File: src/rtl/mem_skew_control.sv
// rtl/mem_skew_control.sv - per-lane wavefront skew of read address/enable and done re-timing
// Lane k is delayed k+1 cycles; the done edge travels a width_height-stage chain.
module mem_skew_control #(
    parameter int addr_width   = 8,
    parameter int width_height = 16
) (
    input  logic                                 clk,
    input  logic                                 reset,
    input  logic [addr_width*width_height-1:0]   in_addr,
    input  logic [width_height-1:0]              in_en,
    input  logic                                 in_done,
    output logic [addr_width*width_height-1:0]   out_addr,
    output logic [width_height-1:0]              out_en,
    output logic                                 out_done,
    output logic                                 busy
);

    logic [width_height-1:0] w_lane_busy;
    logic [width_height-1:0] r_done_chain;
    logic [width_height-1:0] w_done_next;
    logic                    r_in_done_q;
    logic                    w_done_evt;
    logic                    r_busy;

    genvar k;
    generate
        for (k = 0; k < width_height; k++) begin : g_lane
            logic [k:0]            r_en;
            logic [addr_width-1:0] r_addr      [0:k];
            logic [k:0]            w_en_next;
            logic [addr_width-1:0] w_addr_next [0:k];

            // Disabled rows store a zero address so nothing stale reaches the buffer.
            always_comb begin
                w_en_next[0]   = in_en[k];
                w_addr_next[0] = in_en[k] ? in_addr[k*addr_width +: addr_width] : '0;
                for (int j = 1; j <= k; j++) begin
                    w_en_next[j]   = r_en[j-1];
                    w_addr_next[j] = r_addr[j-1];
                end
            end

            always_ff @(posedge clk) begin
                if (reset) begin
                    r_en <= '0;
                    for (int j = 0; j <= k; j++) begin
                        r_addr[j] <= '0;
                    end
                end else begin
                    r_en <= w_en_next;
                    for (int j = 0; j <= k; j++) begin
                        r_addr[j] <= w_addr_next[j];
                    end
                end
            end

            assign w_lane_busy[k]                       = |w_en_next;
            assign out_en[k]                            = r_en[k];
            assign out_addr[k*addr_width +: addr_width] = r_addr[k];
        end
    endgenerate

    assign w_done_evt  = in_done & ~r_in_done_q;
    assign w_done_next = {r_done_chain[width_height-2:0], w_done_evt};

    // in_done_q tracks in_done even in reset so a level held across release is not an edge.
    always_ff @(posedge clk) begin
        r_in_done_q <= in_done;
        if (reset) begin
            r_done_chain <= '0;
            r_busy       <= 1'b0;
        end else begin
            r_done_chain <= w_done_next;
            r_busy       <= (|w_lane_busy) | (|w_done_next);
        end
    end

    assign out_done = r_done_chain[width_height-1];
    assign busy     = r_busy;

endmodule

File: config.mk
export PLATFORM = sky130hd
export DESIGN_NAME = mem_skew_control
export DESIGN_NICKNAME = d
export VERILOG_FILES = /design/src/rtl/mem_skew_control.sv
export SDC_FILE = /design/constraint.sdc
export NUM_CORES = 1
export LEC_CHECK = 0
export ABC_AREA = 0
export CAP_MARGIN = 20
export CORE_UTILIZATION = 25
export DETAILED_ROUTE_END_ITERATION = 7
export GPL_ROUTABILITY_DRIVEN = 0
export SLEW_MARGIN = 20
export SYNTH_ARGS = -nofsm -noshare
export SYNTH_HDL_FRONTEND = slang
export SYNTH_SLANG_ARGS = --single-unit
File: constraint.sdc
create_clock -name clk -period 1.7 [get_ports clk]
set_clock_uncertainty 0.2 [all_clocks]
set_input_delay 0.17 -clock clk [delete_from_list [all_inputs] [get_ports clk]]
set_output_delay 0.17 -clock clk [all_outputs]
set_load 0.1 [all_outputs]
==> metrics.txt, run 1 <==
CORE AREA=141600 µm²; Post-CTS Setup Bufs=0; first-pass GRT wire length=94.46 mm; residual DRC count=0; dpl ws=-0.2980 ns; EDFF count, synth=0; gr ovfl total=0; worst-case clock buffer depth=3; worst hold path class=input port to flip-flop; Crit. Startpoint=in_en[10]; Power per Cell Area=1259 nW/µm²; Clock Latency Late Sink=0.74 ns; mapped cell area=35690 µm²; endpoints failing hold=0; top cells by count, synth=1242 x dfxtp_1, 454 x and2b_2, 448 x nor2b_1, 209 x and2b_1, 128 x and2_1; starting utilization of the core area=25.21%; Die Span X=379.8 µm; io pins=293; Clock transition at path regs=0.07 ns; Worst Hold Launch=in_en[7]; Crit. End Element=flip-flop; H-tree levels=4; largest net degree at the start of global routing=58; antenna-violating nets left=0; Clock Sink Count=1242; Gate Count Post-Synth=2772; unrepaired setup endpoints after global routing=yes; synth top area cells=dfxtp_1 70%, and2b_2 11%, nor2b_1 7.9%; Final Power=60630 µW; vias in the first global route=17294; Iteration-0 DRC Markers=606; post-synthesis async set-or-reset flop share=0%; row count=138; Peak VDD IR=0.8322 mV; distinct cell type count after synthesis=17; Routed WL=59.39 mm; Final Max Tran Viols=0; Ys Warns=0; GRT Total Usage=8.393%; P_leak=0.02068 µW; most common cell in the netlist=dfxtp_1; endpoints failing setup=0; synthesized flop and latch total=1242; Mapped Avg Cell Area=12.87 µm²; detailed placer's ending HPWL=38.63 mm; area share of the leading cell type in the synthesized netlist=69.67%; drt first pass iters=4; Setup WS post-layout=0.03082 ns; Area after DPL=42020 µm²; Chip Height=379.8 µm; max-cap viol count=0; NumNets Final=3333; max_slew headroom=66.49%; wire per inst=11.46 µm; Num CTS Buffers=133; Critical Path RT=2.11 ns; vias per cell=3.402; share of layout cells above drive strength 1=31.64%; critical path type=input port to flip-flop; port buffer count=292; Die ar.=144300 µm²; crit-path max FO=2; CTS root buf=clkbuf_16; Post-Layout Inst Area=48150 µm²; via count=17634; Yosys top cell by area=dfxtp_1; syn nets=2919; Worst-Margin Slew=0.4981 ns; CTS tree=built; run status=finished, final reports clean; crit path DAT=2.08 ns; Worst setup SP type=input port; minimum clock period=1.669 ns; period utilization=98.19%; sequential cell area fraction in the yosys report=69.67%; Top FF cell, synth=dfxtp_1; initial antenna violation count=17; FMAX=599.1 MHz; RR Startpoint=g_lane[10].r_en[6]$_SDFF_PP0_; Area growth syn-to-layout=34.92%
## stage by stage
step	TNS [ns]	hold WS (ns)	util [%]	std cells
floorplan	0	-0.002283	-	2772
global placement	-0.3032	0.2128	29.68	4799
detailed placement	-0.2980	0.2176	29.68	4799
CTS	-2.264	0.01554	33.97	5177
global route	-1.208	0.04815	34.00	5180
finish	0	0.1037	34.01	5183
## path summary, 6_finish.rpt
kind                            cells after the start  slack (ns)                                  end
worst max register to register                      4        0.09                      busy$_SDFF_PP0_
worst max-delay path                                6        0.03                      busy$_SDFF_PP0_
worst min register to register                      1        0.21  g_lane[12].r_addr[1][13]$_SDFF_PP0_
worst min-delay path                                3        0.10         g_lane[7].r_en[0]$_SDFF_PP0_
## state kept, by name, summed over array words and instances, names as in the netlist
signal and count:
busy 1, r_done_chain 16, r_in_done_q 1, g_lane.r_en 136, g_lane.r_addr 1088
## power by group
part	total (µW)	switching (µW)	internal [µW]
Combinational	2040	869	1170
Sequential	29600	102	29500
Clock	29000	11600	17400
Total	60600	12600	48100
## cells by family after synthesis
family,after synthesis,share of synthesized area (%)
compound gates,1,0.02455
buf+inv,235,3.748
flops,1242,69.67
simple gates,1294,26.55
## critical path, stage by stage
cell	delay (ns)
dlygate4sd3_1	0.53
clkdlybuf4s50_1	0.46
nor4_2	0.26
nand4_1	0.20
nor4_2	0.32
a41oi_1	0.13
## area by class of cell
type,count,area (µm²)
fillers,13829,93440
flip-flops and latches,1242,25060
multi-input cells,1295,9513
repair buffers,514,6724
clock buffers,186,3811
well taps,1890,2365
clock inverters,50,661.9
diodes,6,15.01
## what timing repair did
action                      CTS  global route
setup endpoints to repair   146            96
hold endpoints to repair   1212             0
hold buffers                142             0
pin swaps                     0             1
gates resized for setup     148             7
## layout by cell type (no fill, tap or decap)
master | synthesis | layout
dfxtp_1 | 1242 | 1096
and2b_2 | 454 | 454
nor2b_1 | 448 | 447
and2b_1 | 209 | 209
buf_12 | 0 | 171
clkdlybuf4s50_1 | 0 | 145
dlygate4sd3_1 | 0 | 142
dfxtp_2 | 0 | 141
clkbuf_16 | 0 | 136
and2_1 | 128 | 128
buf_4 | 98 | 55
nor4_1 | 38 | 34
clkbuf_1 | 127 | 28
clkbuf_8 | 5 | 22
clkinv_2 | 0 | 15
bufinv_16 | 0 | 11
clkinvlp_4 | 0 | 9
nand4_1 | 8 | 8
diode_2 | 0 | 6
inv_6 | 0 | 6
dfxtp_4 | 0 | 5
nor4_2 | 0 | 4
nor2_1 | 3 | 3
clkinv_8 | 0 | 3
clkinv_4 | 0 | 3
nor3_1 | 2 | 2
nand2_1 | 2 | 2
nor2b_2 | 0 | 1
nand2b_1 | 1 | 1
nand3_1 | 1 | 1
a41oi_1 | 1 | 1
clkinv_16 | 0 | 1
inv_8 | 0 | 1
inv_16 | 0 | 1
buf_8 | 0 | 1
## metal layers
layer | global-route usage, % | vias to the layer above | part of all wire, %
met5 | 0 | - | 0.11
met4 | 4.152 | 10 | 3.4
met3 | 3.308 | 133 | 6.8
met2 | 12.64 | 346 | 44
met1 | 10.37 | 7939 | 46
li1 | - | 9206 | -
Note: power is estimated with default switching activity, not from simulation.
==> run 2, diff against run 1 <==
CORE_ASPECT_RATIO = 0.5   (was not set)
PLACE_DENSITY = 0.48   (was not set)
==> metrics.txt, run 2 (synthesis results as in run 1) <==
run status=finished, final reports clean; Clock Sink Count=1242 (unchanged); Crit. End Element=output pin; row count=97 (-30%); initial antenna violation count=5 (-12); storage element area=25000 µm² (-0.23%); Layout Cells excl Fill=5135 (-0.93%); area of the multi-input gates=9549 µm² (+0.38%); via count=17378 (-1.5%); Fillers=13874 (+0.33%); Final Max Tran Viols=0 (unchanged); max-cap viol count=0 (unchanged); CP peak stage delay=0.39 ns (-0.14 ns); Area after DPL=42030 µm² (about the same); Post-Route M1 WL=26.28 mm (-3.4%); Die ar.=144400 µm² (about the same); commonest non-fill, non-tap cell in the layout=dfxtp_1; top flop regs=g_lane.r_addr: 1088 flops, g_lane.r_en: 136 flops, r_done_chain: 16 flops; final design utilization=33.54% (-0.46 points); P_leak=0.02026 µW (-2.0%); starting utilization of the core area=25.35% (+0.14 points); Most flops, register=g_lane.r_addr; share of layout cells above drive strength 1=29.91% (-1.7 points); max reg flops=1088 (unchanged); io pins=293 (unchanged); Num CTS Buffers=109 (-18%); Critical Path RT=1.33 ns (-0.78 ns); met2 WL=28.48 mm (+9.2%); residual DRC count=0 (unchanged); worst path bufs/invs=1 (-1); dpl ws=-0.6385 ns (-0.3405 ns); NumNets Final=3305 (-0.84%); period utilization=96.77% (-1.4 points); Chip Height=269.2 µm (-29%); vias in the first global route=17176 (-0.68%); Max Used Layer=met4; Peak VDD IR=0.8854 mV (+6.4%); Worst-Margin Slew=0.4678 ns (-0.03024 ns); gr ovfl total=0 (unchanged); minimum hold slack=0.08092 ns (-0.02273 ns); FMAX=607.9 MHz (+1.5%); met3 wire len=2.892 mm (-28%); Setup WS post-layout=0.05490 ns (+0.02408 ns); Iteration-0 DRC Markers=537 (-11%); largest net degree at the start of global routing=83 (+43%); worst-case clock buffer depth=3 (unchanged); CTS root buf=clkbuf_16; port buffer count=292 (unchanged); drt first pass iters=4 (unchanged); vias per cell=3.384 (-0.53%); antenna-violating nets left=0 (unchanged); Worst setup SP type=flip-flop; H-tree levels=3 (-1); endpoints failing hold=0 (unchanged); Post-Layout Inst Area=47220 µm² (-1.9%); Die Span X=536.3 µm (+41%); crit-path leading delay family=flip-flops; unrepaired setup endpoints after global routing=yes; Area growth syn-to-layout=32.33%; DP Cell Count=4797 (-0.042%); crit path cell chain=buf_12; critical path type=flip-flop to output pin; most frequent cells in the layout=1146 x dfxtp_1, 454 x and2b_2, 448 x nor2b_1; endpoints failing setup=0 (unchanged); GRT Total Usage=8.257% (-0.14 points); CORE AREA=140800 µm² (-0.57%); max_slew headroom=68.75% (+2.3 points); CTS tree=built; Clock transition at path regs=0.07 ns (about the same); crit-path max FO=1 (-1); minimum clock period=1.645 ns (-0.02408 ns); Clock Latency Late Sink=0.70 ns (-0.04 ns); crit path DAT=1.28 ns (-0.80 ns); detailed placer's ending HPWL=39.22 mm (+1.5%); Routed WL=59.60 mm (+0.36%); worst hold path class=input port to flip-flop; first-pass GRT wire length=94.01 mm (-0.48%); wire per inst=11.61 µm (+1.3%); Critical-path top delay cell=dfxtp_4; Power per Cell Area=1196 nW/µm² (-5.0%)
[run 2: changes by cell type in the layout (fill, tap and decap cells not counted), sizes merged]
cell | previous run | this run
clkbuf | 186 | 154
dlygate4sd3 | 142 | 131
buf | 227 | 234
bufinv | 11 | 6
clkinv | 22 | 26
diode | 6 | 4
clkinvlp | 9 | 8
inv | 8 | 9
[run 2: per-layer routing]
metal / vias up / GRT usage, %
met5: - / 0
met4: 0 / 3.134
li1: 9126 / -
met2: 201 / 13.76
met3: 132 / 2.547
met1: 7919 / 9.924
[run 2: stage by stage]
stage               total power, µW  setup TNS (ns)
finish                        56480               0
global route                  59050         -0.1108
CTS                           57580        -0.08022
detailed placement            32030         -0.6385
global placement              32010         -0.7290
floorplan                     31130               0
[run 2: power breakdown]
part           switching [µW]  leakage, µW  internal (µW)
combinational             866      0.00837           1160
clock                   11000      0.00179          13900
sequential                112       0.0101          29400
total                   12000       0.0203          44500
[run 2: worst reg2reg max path, stage by stage, from the launching register on]
cell,delay [ns]
dfxtp_2,0.34
nor4_4,0.25
buf_4,0.16
nand4_1,0.10
nor4_2,0.29
a41oi_1,0.14
[run 2: area by class of cell]
class	instances	share of cell area, %
multi-input combinational	1295	20.22
tap	1881	4.984
antenna	4	0.02120
timing repair buffer	510	14.06
sequential	1242	52.94
clock inverter	49	1.123
clock buffer	154	6.642
[run 2: worst paths after layout]
| check | from | end | slack, ns | depth (start not counted) |
|---|---|---|---|---|
| worst min register to register | g_lane[11].r_addr[2][9]$_SDFF_PP0_ | g_lane[11].r_addr[2][17]$_SDFF_PP0_ | 0.21 | 1 |
| worst max-delay path | busy$_SDFF_PP0_ | busy | 0.05 | 1 |
| worst max register to register | g_lane[4].r_en[3]$_SDFF_PP0_ | busy$_SDFF_PP0_ | 0.09 | 5 |
| worst min-delay path | in_en[7] | g_lane[7].r_en[0]$_SDFF_PP0_ | 0.08 | 2 |
[run 2: timing repair]
item                                    CTS  global route
endpoints found under the hold margin   802             0
pin swaps                                 1             3
setup buffers                             0             0
gates resized for setup                  79            33
endpoints found under the setup margin   69            34
hold buffers                            131             0
==> run 3, diff against run 2 <==
ABC_AREA = not set   (was 0)
==> results of run 3 <==
Same layout as run 2: the final DEF is identical, and so are final timing and power.
